`src/rtl/pwm_fade_scheduler.sv`:
```
// Multi-channel LED fade sequencer: shared PWM timebase, per-channel ramp state,
// and one add/compare unit time-shared across channels by a scan FSM.
module pwm_fade_scheduler #(
    parameter int NUM_CH     = 4,
    parameter int CH_W       = 2,
    parameter int PERIOD_MAX = 245
) (
    input  logic                clk,
    input  logic                reset,
    input  logic                cmd_valid,
    output logic                cmd_ready,
    input  logic [CH_W-1:0]     cmd_ch,
    input  logic [7:0]          cmd_target,
    input  logic [7:0]          cmd_step,
    output logic [8*NUM_CH-1:0] threshold_bus,
    output logic [NUM_CH-1:0]   busy,
    output logic                period_wrap
);

    localparam int CNT_W = $clog2(PERIOD_MAX + 1);
    localparam int IDX_W = (NUM_CH > 1) ? $clog2(NUM_CH) : 1;

    typedef enum logic [0:0] {
        IDLE = 1'b0,
        SCAN = 1'b1
    } state_t;

    logic [CNT_W-1:0]    count_r;
    logic                wrap_r;
    state_t              state_r;
    state_t              state_next_s;
    logic [IDX_W-1:0]    idx_r;
    logic [IDX_W-1:0]    idx_next_s;
    logic                scan_en_s;
    logic                ready_r;
    logic                accept_s;
    logic [7:0]          upd_s;
    logic [7:0]          cur_r  [NUM_CH];
    logic [7:0]          tgt_r  [NUM_CH];
    logic [7:0]          step_r [NUM_CH];
    logic [8*NUM_CH-1:0] thr_r;

    // One ramp step toward the target using 9-bit intermediates so neither
    // direction can wrap around the 8-bit range.
    function automatic logic [7:0] ramp_next(input logic [7:0] cur,
                                             input logic [7:0] tgt,
                                             input logic [7:0] step);
        logic [8:0] sum;
        logic [8:0] diff;
        logic [7:0] res;
        sum  = {1'b0, cur} + {1'b0, step};
        diff = {1'b0, cur} - {1'b0, step};
        if (step == 8'd0) begin
            res = tgt;
        end else if (cur < tgt) begin
            res = (sum >= {1'b0, tgt}) ? tgt : sum[7:0];
        end else if (cur > tgt) begin
            res = (diff[8] || (diff[7:0] <= tgt)) ? tgt : diff[7:0];
        end else begin
            res = cur;
        end
        return res;
    endfunction

    assign accept_s      = cmd_valid & ready_r;
    assign upd_s         = ramp_next(cur_r[idx_r], tgt_r[idx_r], step_r[idx_r]);
    assign cmd_ready     = ready_r;
    assign threshold_bus = thr_r;
    assign period_wrap   = wrap_r;

    for (genvar g = 0; g < NUM_CH; g++) begin : g_busy
        assign busy[g] = (cur_r[g] != tgt_r[g]);
    end

    // Period counter; the wrap flag is precomputed so it is registered yet aligned with count==PERIOD_MAX.
    always_ff @(posedge clk) begin
        if (!reset) begin
            count_r <= {CNT_W{1'b0}};
            wrap_r  <= 1'b0;
        end else begin
            count_r <= (count_r == CNT_W'(PERIOD_MAX)) ? {CNT_W{1'b0}} : count_r + CNT_W'(1);
            wrap_r  <= (count_r == CNT_W'(PERIOD_MAX - 1));
        end
    end

    // Scan FSM next-state: one channel per clock after each period wrap.
    always_comb begin
        state_next_s = state_r;
        idx_next_s   = idx_r;
        scan_en_s    = 1'b0;
        case (state_r)
            IDLE: begin
                if (wrap_r) begin
                    state_next_s = SCAN;
                    idx_next_s   = {IDX_W{1'b0}};
                end else begin
                    state_next_s = IDLE;
                end
            end
            SCAN: begin
                scan_en_s = 1'b1;
                if (idx_r == IDX_W'(NUM_CH - 1)) begin
                    state_next_s = IDLE;
                    idx_next_s   = {IDX_W{1'b0}};
                end else begin
                    idx_next_s = idx_r + IDX_W'(1);
                end
            end
            default: begin
                state_next_s = IDLE;
                idx_next_s   = {IDX_W{1'b0}};
            end
        endcase
    end

    // FSM state register; ready is registered from the next state so it is low for exactly the scan.
    always_ff @(posedge clk) begin
        if (!reset) begin
            state_r <= IDLE;
            idx_r   <= {IDX_W{1'b0}};
            ready_r <= 1'b0;
        end else begin
            state_r <= state_next_s;
            idx_r   <= idx_next_s;
            ready_r <= (state_next_s == IDLE);
        end
    end

    // Channel state: command writes, scan updates, and the period-boundary threshold load.
    always_ff @(posedge clk) begin
        if (!reset) begin
            thr_r <= {(8*NUM_CH){1'b0}};
            for (int i = 0; i < NUM_CH; i++) begin
                cur_r[i]  <= 8'd0;
                tgt_r[i]  <= 8'd0;
                step_r[i] <= 8'd0;
            end
        end else begin
            for (int i = 0; i < NUM_CH; i++) begin
                if (wrap_r) begin
                    thr_r[8*i +: 8] <= cur_r[i];
                end
                // Out-of-range channel indices match no entry and are dropped.
                if (accept_s && (cmd_ch == CH_W'(i))) begin
                    tgt_r[i]  <= cmd_target;
                    step_r[i] <= cmd_step;
                end
                if (scan_en_s && (idx_r == IDX_W'(i))) begin
                    cur_r[i] <= upd_s;
                end
            end
        end
    end

endmodule

```
`config.mk`:
```
export PLATFORM = sky130hd
export DESIGN_NAME = pwm_fade_scheduler
export DESIGN_NICKNAME = d
export VERILOG_FILES = /design/src/rtl/pwm_fade_scheduler.sv
export SDC_FILE = /design/constraint.sdc
export NUM_CORES = 1
export LEC_CHECK = 0
export ABC_AREA = 0
export ABC_CLOCK_PERIOD_IN_PS = 7100
export BUFFER_PORTS_ARGS = -buffer_cell sky130_fd_sc_hd__clkbuf_2
export CELL_PAD_IN_SITES_DETAIL_PLACEMENT = 0
export CELL_PAD_IN_SITES_GLOBAL_PLACEMENT = 2
export CORE_MARGIN = 2
export CORE_UTILIZATION = 41
export CTS_BUF_LIST = sky130_fd_sc_hd__clkbuf_16
export CTS_CLUSTER_DIAMETER = 30
export CTS_CLUSTER_SIZE = 30
export DETAILED_ROUTE_END_ITERATION = 6
export MAX_ROUTING_LAYER = met4
export PLACE_DENSITY = 0.9
export SYNTH_ARGS = -nofsm -noshare
export SYNTH_HDL_FRONTEND = slang
export SYNTH_SLANG_ARGS = --single-unit
```
`constraint.sdc`:
```
create_clock -name clk -period 7.1 [get_ports clk]
set_input_delay 0.71 -clock clk [delete_from_list [all_inputs] [get_ports clk]]
set_output_delay 0.71 -clock clk [all_outputs]
set_load 0.005 [all_outputs]
```
## After elaboration in Yosys (flattened, before gate mapping)

Memories as Yosys holds them, arrays and structs flattened. A register that Yosys moved wholly into a read port is not among the register bits.
Cells that the tools add are included.

- Register bits after elaboration: 45
- Bits in writable memories: 96
- Input port bits: 21
- Output and inout bits: 38
- Logic and storage cells: 114
- Memories kept: 3

- $add $sub $neg: 4
- Magnitude comparators: 4
- Equal/unequal tests: 13
- Multiplexer cells: 55
- Bitwise gates (word level): 16
- Reductions and logical operators: 13

Memories:

| name | words | width | read ports | clocked after Yosys merged registers in | wr ports | RTL line | text |
|---|---|---|---|---|---|---|---|
| cur_r | 4 | 8 | 5 | 1 | 4 | 38 | `logic [7:0] cur_r [NUM_CH];` |
| step_r | 4 | 8 | 1 | 1 | 4 | 40 | `logic [7:0] step_r [NUM_CH];` |
| tgt_r | 4 | 8 | 5 | 1 | 4 | 39 | `logic [7:0] tgt_r [NUM_CH];` |

Operators with widths:

| cell | count |
|---|---|
| $mux 8 | 17 |
| $ne 8x8->1 | 4 |
| $mux 1 | 28 |
| $eq 8x8->1 const B | 2 |
| $mux 2 | 8 |
| $or 1x1->1 | 12 |
| $add 8x8->9 | 1 |
| $ge 9x8->1 | 1 |
| $sub 8x8->9 | 1 |
| $add 8x1->8 const B | 1 |
| $eq 2x2->1 const B | 4 |
| $gt 8x8->1 | 1 |
| $le 8x8->1 | 1 |
| $logic_and 1x1->1 | 8 |
| $logic_not 8->1 | 1 |
| $lt 8x8->1 | 1 |
| $eq 2x1->1 const B | 2 |
| $logic_not 2->1 | 2 |
| $pmux 2 s2 | 1 |
| $not 1->1 | 3 |
| $add 2x1->2 const B | 1 |
| $ne 2x2->1 const B | 1 |
| $pmux 1 s2 | 1 |
| $reduce_or 2->1 | 1 |
| other kinds (2) | 2 |

## Longest topological paths before layout

- Depth after elaboration: 8
- Gate-level depth with buffers: 20
- Gate-level depth less buffers: 16

## Worst setup path after synthesis

Ideal clock, no wire load.

- Path type: register to register
- Start point: register (tool-made name)
- End point: memory cur_r[0][3], data pin
- Setup time: 0.281 ns
- Arrival: 4.487 ns
- Data required time: 6.819 ns
- Slack: 2.332 ns
- Stages on the path, launching flop included: 20
- Buffers on the path: 3
- Period minus slack after synthesis: 4.768 ns
- Cells stage by stage: dfxtp_1 > buf_6 > buf_6 > clkbuf_1 > mux4_2 > inv_1 > ha_1 > inv_1 > fa_1 > a211oi_4 > o21bai_1 > a21oi_1 > xnor2_1 > ha_1 > a21oi_1 > a21boi_0 > o311ai_4 > mux2_2 > a221oi_1 > o22ai_1

RTL lines:

| item | RTL line |
|---|---|
| end, declared | 38 |

==> results.tsv <==
metric	value	unit
Finished Core Util	0.4803	
gpl congestion	0.9471	
Worst VDD drop	0.0001540	V
Yosys top cell area share	0.3641	
1st-pass router iterations	5	
DIE HEIGHT	143.0	microns
root buffer selected by CTS	clkbuf_16	
worst path cell trace	buf_4 -> mux4_2 -> inv_1 -> ha_1 -> o21a_1 -> o31a_1 -> o32ai_1 -> xnor2_1 -> inv_1 -> ha_1 -> nand4_1 -> a21oi_1 -> o311ai_4 -> mux2_2 -> a221oi_1 -> o22ai_1	
met3 WL	1857	microns
# port buffers	58	
Num CTS Buffers	17	
antenna viol nets, final	0	
core area	18830	sq um
vias per cell	5.536	
Yosys cell types	55	
Post-synth EDFFs	96	
final WL	21450	microns
Tot GR Track Use	0.2241	
num ports	59	
YS warnings	0	
largest net degree at the start of global routing	35	
synthesized area	7918	sq um
Post-Syn Nets	767	
critical path class	reg -> reg	
Placed Instances	996	
Period minus WS final	5546	ps
relative slew slack	0.2965	
WP data required	7240	ps
via count	5691	
final setup fails	0	
ranking of synthesized cells by area	edfxtp_1 36%, dfxtp_1 12%, ha_1 7.4%, mux2i_1 5.7%, and2_1 5.1%	
Starting Density	0.4205	
post-synthesis instance total	697	
Die Wd	143.0	microns
Core Rows	50	
Slowest-stage cell, CP	dfxtp_1	
share of the clock period used by the worst path	0.7812	
#FFs+latches synth	143	
worst-skew pair later-pin latency	430	ps
maximum clock frequency	0.1803	GHz
RSZ-0062 raised after global routing	no	
worst min-delay path category	reg -> reg	
Final Hold Vio Count	0	
ys flop type	edfxtp_1	
H-tree Lvls	4	
fin cells	1028	
Crit. End Element	flop	
initial antenna violation count	0	
slowest stage delay, CP	880	ps
Crit Path Max Fanout	20	
WP data arrival	5690	ps
top sig layer	met4	
static leakage	3.492	nW
DP HPWL	16200	microns
gr ovfl total	0	
Synth-to-Final Area Change	14.22	%
vias in the first global route	5538	
clock buffer depth	2	
crit path buf inv count	3	
post_cts resized	0	
number of hold buffers added after CTS	0	
CTS sink count	143	
number of remaining DRC errors	0	
Die Area	20440	sq um
Clock Pin Slew Worst Setup and Hold Paths	60	ps
Post-Route M1 WL	9388	microns
share of cells above drive strength 1	0.1745	
max_cap viols	0	
Worst Skew	14.99	ps
Avg Synthesized Cell Area	11.36	sq um
nets@finish	825	
asr flop ratio synth	0	
status	finished, final reports clean	
CTS tree	yes	
pins over their slew limit	0	
cell family with most CP delay	compound AO/OA/AOI/OAI gates	
Diodes inserted	0	
DRT iter0 DRCs	493	
startpoint types	flop	
cell taking the most area after synthesis	edfxtp_1	
Slew @ Worst Pin	1051	ps
Post-CTS Setup Bufs	0	
WL per Instance	20.86	microns
Seq/Total Area, Yosys	0.4829	
final setup TNS	0	ps
first-pass GRT wire length	32720	microns
Power Density	227.1	nW/um^2
DR WL met2	9594	microns
## Yosys cell counts (6+ instances only)
cell type and n:
edfxtp_1 96, and2_1 65, nor2_1 65, dfxtp_1 47
ha_1 47, mux2i_1 45, xor2_1 38, inv_1 36
o22ai_1 32, nand2_1 30, a21oi_1 20, mux4_2 16
clkbuf_1 14, mux2_2 11, o21ai_0 11, nor4_1 10
nand3_1 9, o21ai_1 9, xnor2_1 9, buf_2 8
nand4_1 6, nor3_1 6
## placed cells by master, fill, tap and decap left out, types with 16 or more instances in the layout
master      n
dfxtp_1    46
clkbuf_2   58
a21oi_1    20
and2_1     65
ha_1       47
mux2i_1    45
inv_1      38
clkbuf_16  20
xor2_1     38
o22ai_1    32
edfxtp_1   96
nand2_1    30
nor2_1     65
mux4_2     16
## final cells by class
cell class	count	area, sq um
fill	1752	9787
sequential	143	3825
multi-input combinational	488	3809
clock buffer	20	500.5
timing repair buffer	68	365.4
tap	260	325.3
inverter	37	138.9
clock inverter	12	80.08
## worst paths after layout
path	end	slack [ps]	cells after the start	startpoint
max reg2reg	cur_r[0][3]	1550	16	flop
min	threshold_bus[7]	490	2	threshold_bus[7]
min reg2reg	threshold_bus[7]	490	2	threshold_bus[7]
max	cur_r[0][3]	1550	16	flop
## worst reg2reg max path: stages, from the launching register on
cell,delay [ps]
dfxtp_1,880
buf_4,310
mux4_2,550
inv_1,90
ha_1,320
o21a_1,150
o31a_1,150
o32ai_1,330
xnor2_1,190
inv_1,80
ha_1,300
nand4_1,140
a21oi_1,80
o311ai_4,570
mux2_2,410
a221oi_1,530
o22ai_1,190
## state kept, by name, summed over array words and instances, names as in the netlist, named ones only
signal and flops:
step_r 32, idx_r 2, period_wrap 1, threshold_bus 32, cur_r 32, state_r 1
cmd_ready 1, count_r 8, tgt_r 32
## cell families (layout without fill, tap and decap cells)
family | Yosys count | count (layout) | share of synthesized area
AO/OA/AOI/OAI | 107 | 107 | 0.09355
XOR/XNOR | 47 | 47 | 0.05199
adder cells (fa/ha/maj) | 49 | 49 | 0.07933
buffers and inverters | 66 | 137 | 0.03729
flip-flops | 143 | 143 | 0.4829
multiplexers | 72 | 72 | 0.1180
AND/OR/NAND/NOR | 213 | 213 | 0.1369
## stage by stage
step	total power [mW]	cell area (sq um)	hold slack [ps]	setup WS, ps
global route	2.116	9044	531.7	1047
CTS	2.056	9044	496.8	1561
detailed placement	1.190	8463	480.3	1571
global placement	1.185	8463	475.8	1749
floorplan	1.108	7918	456.7	2332
finish	2.054	9044	494.0	1554
## layer usage
metal  GRT usage  vias to the layer above
met3     0.05600                       51
met4     0.07764                        0
met5           -                        -
met1      0.3036                     2726
met2      0.3284                      270
li1            -                     2644
## power breakdown
| group | internal [mW] | total [mW] | switching [mW] |
|---|---|---|---|
| logic | 0.0905 | 0.235 | 0.145 |
| registers | 0.913 | 0.942 | 0.0294 |
| clock network | 0.510 | 0.876 | 0.367 |
| total | 1.51 | 2.05 | 0.541 |
Power figures use the tool's default switching activity.
